<file path="src/rtl/axi_rd_arb_pkg.sv">
// Shared types and constants for the two-requester AXI3 read arbiter.
// Optional round-robin arbitration is enabled with the AXI_RD_ARB_RR_EN macro.
package axi_rd_arb_pkg;

   typedef enum logic [1:0] {
      IDLE,
      ADDR,
      DATA
   } arb_state_e;

   localparam logic [1:0] AXI_BURST_INCR = 2'b01;
   localparam int         NUM_REQ        = 2;

endpackage

</file>
<file path="src/rtl/axi_rd_arb_pick.sv">
// Combinational two-way chooser. With AXI_RD_ARB_RR_EN defined a tie goes to the
// requester not granted last; otherwise m1 (data side) always wins a tie.
module axi_rd_arb_pick
   import axi_rd_arb_pkg::*;
(
   input  logic [NUM_REQ-1:0] valid,
   input  logic               last,
   output logic               any,
   output logic               winner
);

   assign any = |valid;

`ifdef AXI_RD_ARB_RR_EN
   // A lone requester always wins; only a tie consults the pointer.
   assign winner = (&valid) ? ~last : valid[1];
`else
   logic unused_last;
   assign unused_last = last;
   assign winner      = valid[1];
`endif

endmodule

</file>
<file path="src/rtl/axi_rd_arbiter.sv">
// Shares one AXI3 AR/R channel pair between the I-cache refill port (m0) and the
// D-cache/uncached-load port (m1). AXI_RD_ARB_RR_EN selects round-robin arbitration.
module axi_rd_arbiter
   import axi_rd_arb_pkg::*;
#(
   parameter int ID_W   = 4,
   parameter int ADDR_W = 32,
   parameter int DATA_W = 32
) (
   input  logic              aclk,
   input  logic              aresetn,

   input  logic              m0_req_valid,
   output logic              m0_req_ready,
   input  logic [ADDR_W-1:0] m0_req_addr,
   input  logic [7:0]        m0_req_len,
   input  logic [2:0]        m0_req_size,
   output logic              m0_resp_valid,
   output logic [DATA_W-1:0] m0_resp_data,
   output logic              m0_resp_last,
   output logic              m0_resp_err,

   input  logic              m1_req_valid,
   output logic              m1_req_ready,
   input  logic [ADDR_W-1:0] m1_req_addr,
   input  logic [7:0]        m1_req_len,
   input  logic [2:0]        m1_req_size,
   output logic              m1_resp_valid,
   output logic [DATA_W-1:0] m1_resp_data,
   output logic              m1_resp_last,
   output logic              m1_resp_err,

   output logic [ID_W-1:0]   arid,
   output logic [ADDR_W-1:0] araddr,
   output logic [7:0]        arlen,
   output logic [2:0]        arsize,
   output logic [1:0]        arburst,
   output logic [1:0]        arlock,
   output logic [3:0]        arcache,
   output logic [2:0]        arprot,
   output logic              arvalid,
   input  logic              arready,

   input  logic [ID_W-1:0]   rid,
   input  logic [DATA_W-1:0] rdata,
   input  logic [1:0]        rresp,
   input  logic              rlast,
   input  logic              rvalid,
   output logic              rready
);

   arb_state_e          state;
   logic                grant;
   logic                last_grant;
   logic                any;
   logic                winner;
   logic                take;
   logic                in_data;
   logic [ADDR_W-1:0]   ar_addr;
   logic [7:0]          ar_len;
   logic [2:0]          ar_size;
   logic [NUM_REQ-1:0]  valid_vec;
   logic                unused_rid;

   assign valid_vec  = {m1_req_valid, m0_req_valid};
   assign unused_rid = ^rid;

   axi_rd_arb_pick u_pick (
      .valid  (valid_vec),
      .last   (last_grant),
      .any    (any),
      .winner (winner)
   );

`ifdef AXI_RD_ARB_RR_EN
   always_ff @(posedge aclk or negedge aresetn) begin
      if (!aresetn)
         last_grant <= 1'b1;
      else if (state == IDLE && any)
         last_grant <= winner;
   end
`else
   assign last_grant = 1'b1;
`endif

   // NOTE: ready is qualified by aresetn so it reads 0 while reset is held, even
   // though the state register already sits in IDLE.
   assign take         = aresetn && (state == IDLE) && any;
   assign m0_req_ready = take & ~winner;
   assign m1_req_ready = take &  winner;

   always_ff @(posedge aclk or negedge aresetn) begin
      // NOTE: every register here uses <= so all updates see pre-edge values.
      if (!aresetn) begin
         state   <= IDLE;
         grant   <= 1'b0;
         ar_addr <= '0;
         ar_len  <= '0;
         ar_size <= '0;
         arvalid <= 1'b0;
         rready  <= 1'b0;
      end else begin
         case (state)
            IDLE: if (any) begin
               grant   <= winner;
               ar_addr <= winner ? m1_req_addr : m0_req_addr;
               ar_len  <= winner ? m1_req_len  : m0_req_len;
               ar_size <= winner ? m1_req_size : m0_req_size;
               arvalid <= 1'b1;
               state   <= ADDR;
            end
            ADDR: if (arready) begin
               arvalid <= 1'b0;
               rready  <= 1'b1;
               state   <= DATA;
            end
            DATA: if (rvalid && rlast) begin
               rready <= 1'b0;
               state  <= IDLE;
            end
            default: state <= IDLE;
         endcase
      end
   end

   assign arid    = ID_W'(grant);
   assign araddr  = ar_addr;
   assign arlen   = ar_len;
   assign arsize  = ar_size;
   assign arburst = AXI_BURST_INCR;
   assign arlock  = 2'b00;
   assign arcache = 4'b0000;
   assign arprot  = 3'b000;

   // Routing follows grant alone; rid is deliberately ignored.
   assign in_data       = (state == DATA);
   assign m0_resp_valid = in_data & ~grant & rvalid;
   assign m1_resp_valid = in_data &  grant & rvalid;
   assign m0_resp_last  = in_data & ~grant & rlast;
   assign m1_resp_last  = in_data &  grant & rlast;
   assign m0_resp_err   = in_data & ~grant & (|rresp);
   assign m1_resp_err   = in_data &  grant & (|rresp);
   assign m0_resp_data  = rdata;
   assign m1_resp_data  = rdata;

endmodule

</file>
<file path="config.mk">
export PLATFORM = sky130hd
export DESIGN_NAME = axi_rd_arbiter
export DESIGN_NICKNAME = d
export VERILOG_FILES = /design/src/rtl/axi_rd_arb_pkg.sv /design/src/rtl/axi_rd_arb_pick.sv /design/src/rtl/axi_rd_arbiter.sv
export SDC_FILE = /design/constraint.sdc
export NUM_CORES = 1
export LEC_CHECK = 0
export ABC_AREA = 1
export BUFFER_PORTS_ARGS = -buffer_cell sky130_fd_sc_hd__buf_2
export CORE_AREA = 2 2 103 105
export CTS_CLUSTER_SIZE = 40
export DETAILED_ROUTE_END_ITERATION = 8
export DIE_AREA = 0 0 105 107
export PLACE_DENSITY = 0.63
export RECOVER_POWER = 50
export SLEW_MARGIN = 20
export SYNTH_ARGS = -nofsm -noshare
export SYNTH_HDL_FRONTEND = slang
export SYNTH_SLANG_ARGS = --single-unit
</file>
<file path="constraint.sdc">
create_clock -name aclk -period 1.7 [get_ports aclk]
set_clock_uncertainty 0.05 [all_clocks]
set_input_delay 0.17 -clock aclk [delete_from_list [all_inputs] [get_ports aclk]]
set_output_delay 0.17 -clock aclk [all_outputs]
set_load 0.01 [all_outputs]
</file>
Word-level counts from Yosys, hierarchy flattened
Index checks and enable logic that the tools add are counted.
{"block": "totals", "out_inout_bits": 132, "regBits": 48, "input_bits": 131}
{"block": "op_classes", "reduce_logical": 12, "n_mux": 13, "bitwise_logic": 12, "n_eq_ne": 5}
{"cell": "$mux W32", "count": 1}
{"cell": "$and A1 B1 Y1", "count": 10}
{"cell": "$reduce_and A3 Y1", "count": 3}
{"cell": "$mux W8", "count": 1}
{"cell": "$mux W2", "count": 3}
{"cell": "$pmux W2 S3", "count": 1}
{"cell": "$mux W1", "count": 4}
{"cell": "$ne A2 B2 Y1 const B", "count": 2}
{"cell": "$pmux W1 S2", "count": 2}
{"cell": "$reduce_bool A2 Y1", "count": 2}
{"cell": "$reduce_or A2 Y1", "count": 2}
{"cell": "$logic_and A1 B1 Y1", "count": 3}
{"cell": "$mux W3", "count": 1}
{"cell": "$eq A2 B1 Y1 const B", "count": 1}
{"cell": "$eq A2 B2 Y1 const B", "count": 1}
{"cell": "$logic_not A2 Y1", "count": 1}
{"cell": "$ne A2 B1 Y1 const B", "count": 1}
{"cell": "$not A1 Y1", "count": 2}
{"cell": "$reduce_and A2 Y1", "count": 1}

Longest topological paths before layout
Gate-level depths: netlist of the first run.
{"block": "logic_depth", "depth_word": 4, "mapped_depth": 8, "ltp_nobuf": 5}

Hierarchy
From an unflattened synthesis of the first run, not the netlist that was laid out.
{"block": "unflattened", "hier_cells": 449, "hier_area_um2": 3096.7}
{"module": "axi_rd_arbiter", "area_each_um2": 3078.0, "cells_per_inst": 445, "instances": 1, "seq_area_each_um2": 1201.2}
{"module": "axi_rd_arb_pick", "area_each_um2": 18.8, "cells_per_inst": 4, "instances": 1, "seq_area_each_um2": 0.0}

Least setup slack after synthesis of the first run
OpenSTA, ideal clock, no wires.
{"block": "synth_path", "path_kind": "register to output", "start": "register state[0]", "end": "output port m0_req_ready", "path_slack_ps": 450, "arrival_ps": 1030, "t_required_ps": 1480, "path_stages_with_launch": 6, "path_cell_list": "dfrtp_1 nor2_1 nand2_1 buf_6 buf_6 nor2_1"}
{"block": "synth_between", "elab_chain_cells": 4}
{"element": "from (decl)", "line": "axi_rd_arbiter.sv:52", "rtl": "arb_state_e state;"}
{"element": "from (signal assigned)", "line": "axi_rd_arbiter.sv:95", "rtl": "state <= IDLE;"}
{"element": "from (signal assigned)", "line": "axi_rd_arbiter.sv:110", "rtl": "state <= ADDR;"}
{"element": "from (signal assigned)", "line": "axi_rd_arbiter.sv:115", "rtl": "state <= DATA;"}
{"element": "$logic_not A2 Y1", "line": "axi_rd_arbiter.sv:88", "rtl": "assign take = aresetn && (state == IDLE) && any;"}
{"element": "$logic_and A1 B1 Y1 (2 in series)", "line": "axi_rd_arbiter.sv:88"}
{"element": "$and A1 B1 Y1", "line": "axi_rd_arbiter.sv:89", "rtl": "assign m0_req_ready = take & ~winner;"}
{"element": "to (decl)", "line": "axi_rd_arbiter.sv:14", "rtl": "output logic m0_req_ready,"}
No other way between the ends.

Final worst setup path of the first run
{"block": "layout_path", "start": "register state[0]", "end": "output port m0_resp_err"}
{"block": "layout_between", "elab_chain_cells": 3}
{"element": "$eq A2 B2 Y1", "line": "axi_rd_arbiter.sv:136", "rtl": "assign in_data = (state == DATA);"}
{"element": "$and A1 B1 Y1 (2 in series)", "line": "axi_rd_arbiter.sv:141", "rtl": "assign m0_resp_err = in_data & ~grant & (|rresp);"}
{"element": "to (decl)", "line": "axi_rd_arbiter.sv:21", "rtl": "output logic m0_resp_err,"}
No other way between the ends.

==> metrics, run 1 <==
status finished clean; Die Wd 105 um; Synth Area in XOR/XNOR 0%; initial antenna violation count 0; Root Driver clkbuf_8; Buf/Inv on CP 1; top-area cell type share of the netlist area 39.1%; synthesized area 0.00307 mm^2; GRT Total Usage 12.7%; IO Count 263; first-pass GRT wire length 11700 um; post-synthesis mux area share 0%; Antenna Nets Post-Route 0; P_leak 2.23 nW; clock latency on the worst-skew pair 0.29 ns; Routed wire per std cell 11.4 um; Hold WS 0.0403 ns; largest net degree at the start of global routing 44; DRC Markers 0; library cells used by synthesis 13; RSZ-0062 raised after global routing false; PortBufs 148; hold violation total from the final report 0; Max VDD drop 0.000567 V; commonest non-fill, non-tap cell in the layout nand2_1; # diodes 0; CP Cell Sequence nor2_1, nand2_1, a21oi_1, buf_2; Post-DP Area 0.00336 mm^2; fin crit period 1.56 ns; Design Area, Final 0.00351 mm^2; largest cells by area after synthesis dfrtp_1 39%, nand2_1 34%, buf_4 20%; DP Wirelength 5490 um; total negative slack 0 ns; Crit Path Class reg -> out; Final Cycle Share 91.8%; Max FO, Critical Path 5; CP Launch Type flop; Final Routed Wirelength 7550 um; placed cells 654; Detailed Routing Iterations Pass 1 4; largest family of logic cells by synthesized area simple AND/OR/NAND/NOR gates; total gr overflow 0; syn_area_per_cell 6.86 um^2; Seq/Total Area, Yosys 39.1%; Slowest cell on crit path dfrtp_1; Starting DRT DRC Count 120; vias in the first global route 2542; WP data required 1.48 ns; share of cells above drive strength 1 31.4%; worst-margin pin slew 0.977 ns; initial core utilization 30.4%; htree depth 2; power per cell area 1470 mW/mm^2; Setup-failing EPs final 0; Final Slew Violations 0; Die Height 107 um; Site Rows 37; Ys Warns 0; pre-CTS setup slack 0.0359 ns; post-synthesis adder-cell area fraction 0%; Layout Cells excl Fill 664; Synth Area in Compound Gates 0.489%; Core Region 0.0101 mm^2; Sink Count 48; RePlAce Congestion 0.738; CP arrival 1.34 ns; Synth Area in Simple Gates 35.3%; Yosys reg bits 48; DIE AREA 0.0112 mm^2; Cells after Synth 448; CTS clk-pin slew, worst paths 0.08 ns; worst hold path class in -> reg; final setup margin 0.139 ns; leading area contributor after synthesis dfrtp_1; routed via count 2718; synth-to-layout area growth 14.1%; CTS Buf Count 5; via/cell ratio 4.09; Slew HR 34.9%; Max Freq 641 MHz; CTS tree yes; max_cap viols 0; final core occ 34.7%; Max clock buf depth 2; cell family with most CP delay flip-flops; final net count 658; most frequent cells in the layout 275 x nand2_1, 147 x buf_2, 48 x dfrtp_1, 14 x conb_1, 10 x inv_1; Pwr Total 5.14 mW; # Post-CTS Setup Buffers 0; critical path's largest stage delay 0.42 ns; Setup crit end kind output port
## cell families after synthesis
kind of cell | count (synthesis)
other | 2
flip-flops | 48
AND/OR/NAND/NOR | 287
buffers and inverters | 108
AO/OA/AOI/OAI | 3
## synth_stat cells
cell,instances
inv_4,1
nor2_4,1
buf_2,11
inv_1,10
nand3_1,1
nor2_1,9
o21ai_0,1
nand2_1,276
conb_1,2
buf_4,81
buf_6,5
a21oi_1,2
dfrtp_1,48
## state kept, by name, summed over array words and instances, names as in the netlist
register and count:
arlen 8, araddr 32, arvalid 1, arsize 3
state 2, grant 1, rready 1
## metal layers
| metal | global-route usage [%] | part of all wire [%] |
|---|---|---|
| met1 | 14.9 | 43 |
| met5 | 0 | 0 |
| met2 | 22.8 | 48 |
| met4 | 4.00 | 1.4 |
| met3 | 3.22 | 7.2 |
## worst paths after layout
kind	start	to	slack, ns	depth (start not counted)
min reg2reg	araddr[21]	araddr[21]	0.43	2
min	arready	state[0]	0.04	2
min in group asynchronous	aresetn	araddr[6]	0.62	3
max reg2reg	state[1]	araddr[19]	0.18	5
max	state[0]	m0_resp_err	0.14	4
max in group asynchronous	aresetn	rready	0.31	3
## where the power goes
| group | internal, mW | switching [mW] |
|---|---|---|
| Sequential | 1.68 | 0.288 |
| Clock | 0.519 | 0.374 |
| Combinational | 0.845 | 1.44 |
## what timing repair did
| action | in CTS | in global routing |
|---|---|---|
| endpoints found under the setup margin | 0 | 43 |
| gates resized for setup | 0 | 1 |
| hold buffers | 1 | 0 |
| hold endpoints to repair | 48 | 0 |
## area by class of cell
type | instances | area, um^2
Multi-Input combinational cell | 305 | 1170
Clock buffer | 7 | 96.3
Clock inverter | 1 | 30.0
Fill cell | 1125 | 6590
Inverter | 11 | 43.8
Tap cell | 136 | 170
Sequential cell | 48 | 1200
Timing Repair Buffer | 156 | 797
No activity file was read; power rests on OpenSTA's default activity.
==> run 2, diff against run 1 <==
BUFFER_PORTS_ARGS = -buffer_cell sky130_fd_sc_hd__buf_4   (was -buffer_cell sky130_fd_sc_hd__buf_2)
PLACE_DENSITY = 0.67   (was 0.63)
SYNTH_HIERARCHICAL = 1   (was not set)
==> run 2 against run 1 <==
Effect of this change: cell area grew 10%; wire length shrank 3.2%; non-clock buffer count is the same; setup slack gained 0.039 ns; highest routed layer unchanged; global-route usage grew 0.43 points; power grew 4.6%; clock power shrank 14%; register-to-register slack gained 0.30 ns; first-iteration DRC count shrank 6.7%.
==> metrics, run 2 <==
Final Cycle Share 89.5% (-2.3 points); routed via count 2703 (-0.55%); GRT Total Usage 13.2% (+0.43 points); max_cap viols 0 (unchanged); top-area cell type share of the netlist area 38.8% (-0.30 points); syn_area_per_cell 6.90 um^2 (+0.55%); Post-DP Area 0.00377 mm^2 (+12%); Fill cells 1061 (-5.7%); clock latency on the worst-skew pair 0.28 ns (about the same); CP Launch Type flop; critical path's largest stage delay 0.44 ns (+0.02 ns); Pwr Total 5.38 mW (+4.6%); max FFs per register 32 (unchanged); top-count cell post-synth nand2_1; largest cells by area after synthesis dfrtp_1 39%, nand2_1 33%, buf_4 21%; ys flop type dfrtp_1; CP arrival 1.30 ns (-0.04 ns); Root Driver clkbuf_8; Cells after Synth 449 (+0.22%); Antenna Nets Post-Route 0 (unchanged); Site Rows 37 (unchanged); DIE AREA 0.0112 mm^2 (unchanged); initial antenna violation count 0 (unchanged); worst hold path class in -> reg; Max VDD drop 0.000466 V (-18%); Sink Count 48 (unchanged); DP Wirelength 5660 um (+3.0%); Core Region 0.0101 mm^2 (unchanged); placed cells 654 (unchanged); DRC Markers 0 (unchanged); Starting DRT DRC Count 112 (-6.7%); largest net degree at the start of global routing 44 (unchanged); total negative slack 0 ns (unchanged); Slew HR 57.2% (+22 points); Setup crit end kind output port; Max Freq 657 MHz (+2.5%); share of cells above drive strength 1 31.8% (+0.37 points); Max FO, Critical Path 5 (unchanged); pre-CTS setup slack 0.418 ns (+0.382 ns); synth-to-layout area growth 25.0%; commonest non-fill, non-tap cell in the layout nand2_1; Final Slew Violations 0 (unchanged); Setup-failing EPs final 0 (unchanged); power per cell area 1390 mW/mm^2 (-5.3%); CTS tree yes; status finished clean; CTS Buf Count 5 (unchanged); Design Area, Final 0.00387 mm^2 (+10%); leading area contributor after synthesis dfrtp_1; via/cell ratio 4.09 (-0.10%); Crit Path Class reg -> out; first-pass GRT wire length 12200 um (+4.7%); Slowest cell on crit path dfrtp_1; WP data required 1.48 ns (about the same); CP Cell Sequence nor2_2, nand2_1, a21oi_1, buf_4; hold violation total from the final report 0 (unchanged); IO Count 263 (unchanged); fin crit period 1.52 ns (-0.0387 ns); final core occ 38.3% (+3.6 points); RSZ-0062 raised after global routing false; # diodes 0 (unchanged); vias in the first global route 2708 (+6.5%); most frequent cells in the layout 273 x nand2_1, 150 x buf_4, 48 x dfrtp_1, 14 x conb_1, 11 x inv_1; synthesized area 0.00310 mm^2 (+0.77%); Layout Cells excl Fill 661 (-0.45%); htree depth 2 (unchanged); Max clock buf depth 2 (unchanged); top cells by count, synth 274 x nand2_1, 88 x buf_4, 48 x dfrtp_1; RePlAce Congestion 0.742 (+0.51%); final net count 657 (-0.15%); P_leak 2.34 nW (+4.8%); PortBufs 148 (unchanged); Seq/Total Area, Yosys 38.8% (-0.30 points); Hold WS 0.0359 ns (-0.00439 ns); Yosys reg bits 48 (unchanged); Routed wire per std cell 11.1 um (-2.7%); share of synthesized registers carrying an async set or reset 100% (unchanged); Ys Warns 6 (+6); final setup margin 0.178 ns (+0.0387 ns); EDFF count, synth 0 (unchanged); library cells used by synthesis 15 (+2); Die Wd 105 um (unchanged); initial core utilization 30.7% (+0.24 points); worst-margin pin slew 0.642 ns (-0.335 ns); CTS clk-pin slew, worst paths 0.08 ns (about the same); total gr overflow 0 (unchanged); Die Height 107 um (unchanged); Detailed Routing Iterations Pass 1 4 (unchanged); Final Routed Wirelength 7310 um (-3.2%)
run 2: cell types whose count changed in the layout (fill, tap and decap cells not counted):
cell / delta
buf_12: +2
buf_2: -147
buf_4: +145
clkbuf_8: -2
inv_1: +1
inv_2: +2
inv_4: -1
nand2_1: -2
nand3_1: +1
nor2_1: -4
nor2_2: +2
nor2_4: -1
nor3_2: +1
run 2: report_power, final:
part           leakage [nW]  total [mW]  switching, mW  internal [mW]
clock                0.0501       0.772          0.349          0.422
combinational          1.70        2.61           1.39           1.22
sequential            0.594        2.00          0.317           1.68
total                  2.34        5.38           2.05           3.33
run 2: area by class of cell:
cell class	count	area [um^2]	area share, %
sequential	48	1200	31.0
timing repair buffer	156	1190	30.7
multi-input combinational	302	1160	30.0
tap	136	170	4.40
clock buffer	5	68.8	1.78
inverter	13	48.8	1.26
clock inverter	1	30.0	0.776
run 2: cell families (layout without fill, tap and decap cells):
kind of cell / Yosys count / after routing / share of synthesized area (%)
compound gates: 3 / 3 / 0.485
buf+inv: 111 / 175 / 25.3
flops: 48 / 48 / 38.8
other cells: 2 / 14 / 0.243
simple gates: 285 / 285 / 35.2
run 2: path summary, 6_finish.rpt:
kind                       depth (start not counted)          end  slack [ns]     start
min reg2reg                                        2       rready        0.43    rready
min in group asynchronous                          3    araddr[0]        0.59   aresetn
max reg2reg                                        5   araddr[18]        0.48  state[0]
min                                                2     state[0]        0.04   arready
max                                                4  m0_resp_err        0.18  state[0]
max in group asynchronous                          3        grant        0.56   aresetn
run 2: critical path: cells and delay by family, from the launching register on:
family | cells | cell delay, ns
flip-flops | 1 | 0.44
AND/OR/NAND/NOR | 2 | 0.29
AO/OA/AOI/OAI | 1 | 0.14
buffers and inverters | 1 | 0.14
run 2: layer usage:
| metal | track usage (%) | part of all wire, % |
|---|---|---|
| met1 | 14.7 | 40 |
| met2 | 24.2 | 51 |
| met3 | 3.40 | 7.2 |
| met4 | 4.57 | 1.7 |
| met5 | 0 | 0 |
run 2: what timing repair did:
item,in CTS,in global routing
resized for setup,0,1
setup buffers,0,0
endpoints found under the setup margin,0,1
hold buffers,1,0
endpoints found under the hold margin,48,0
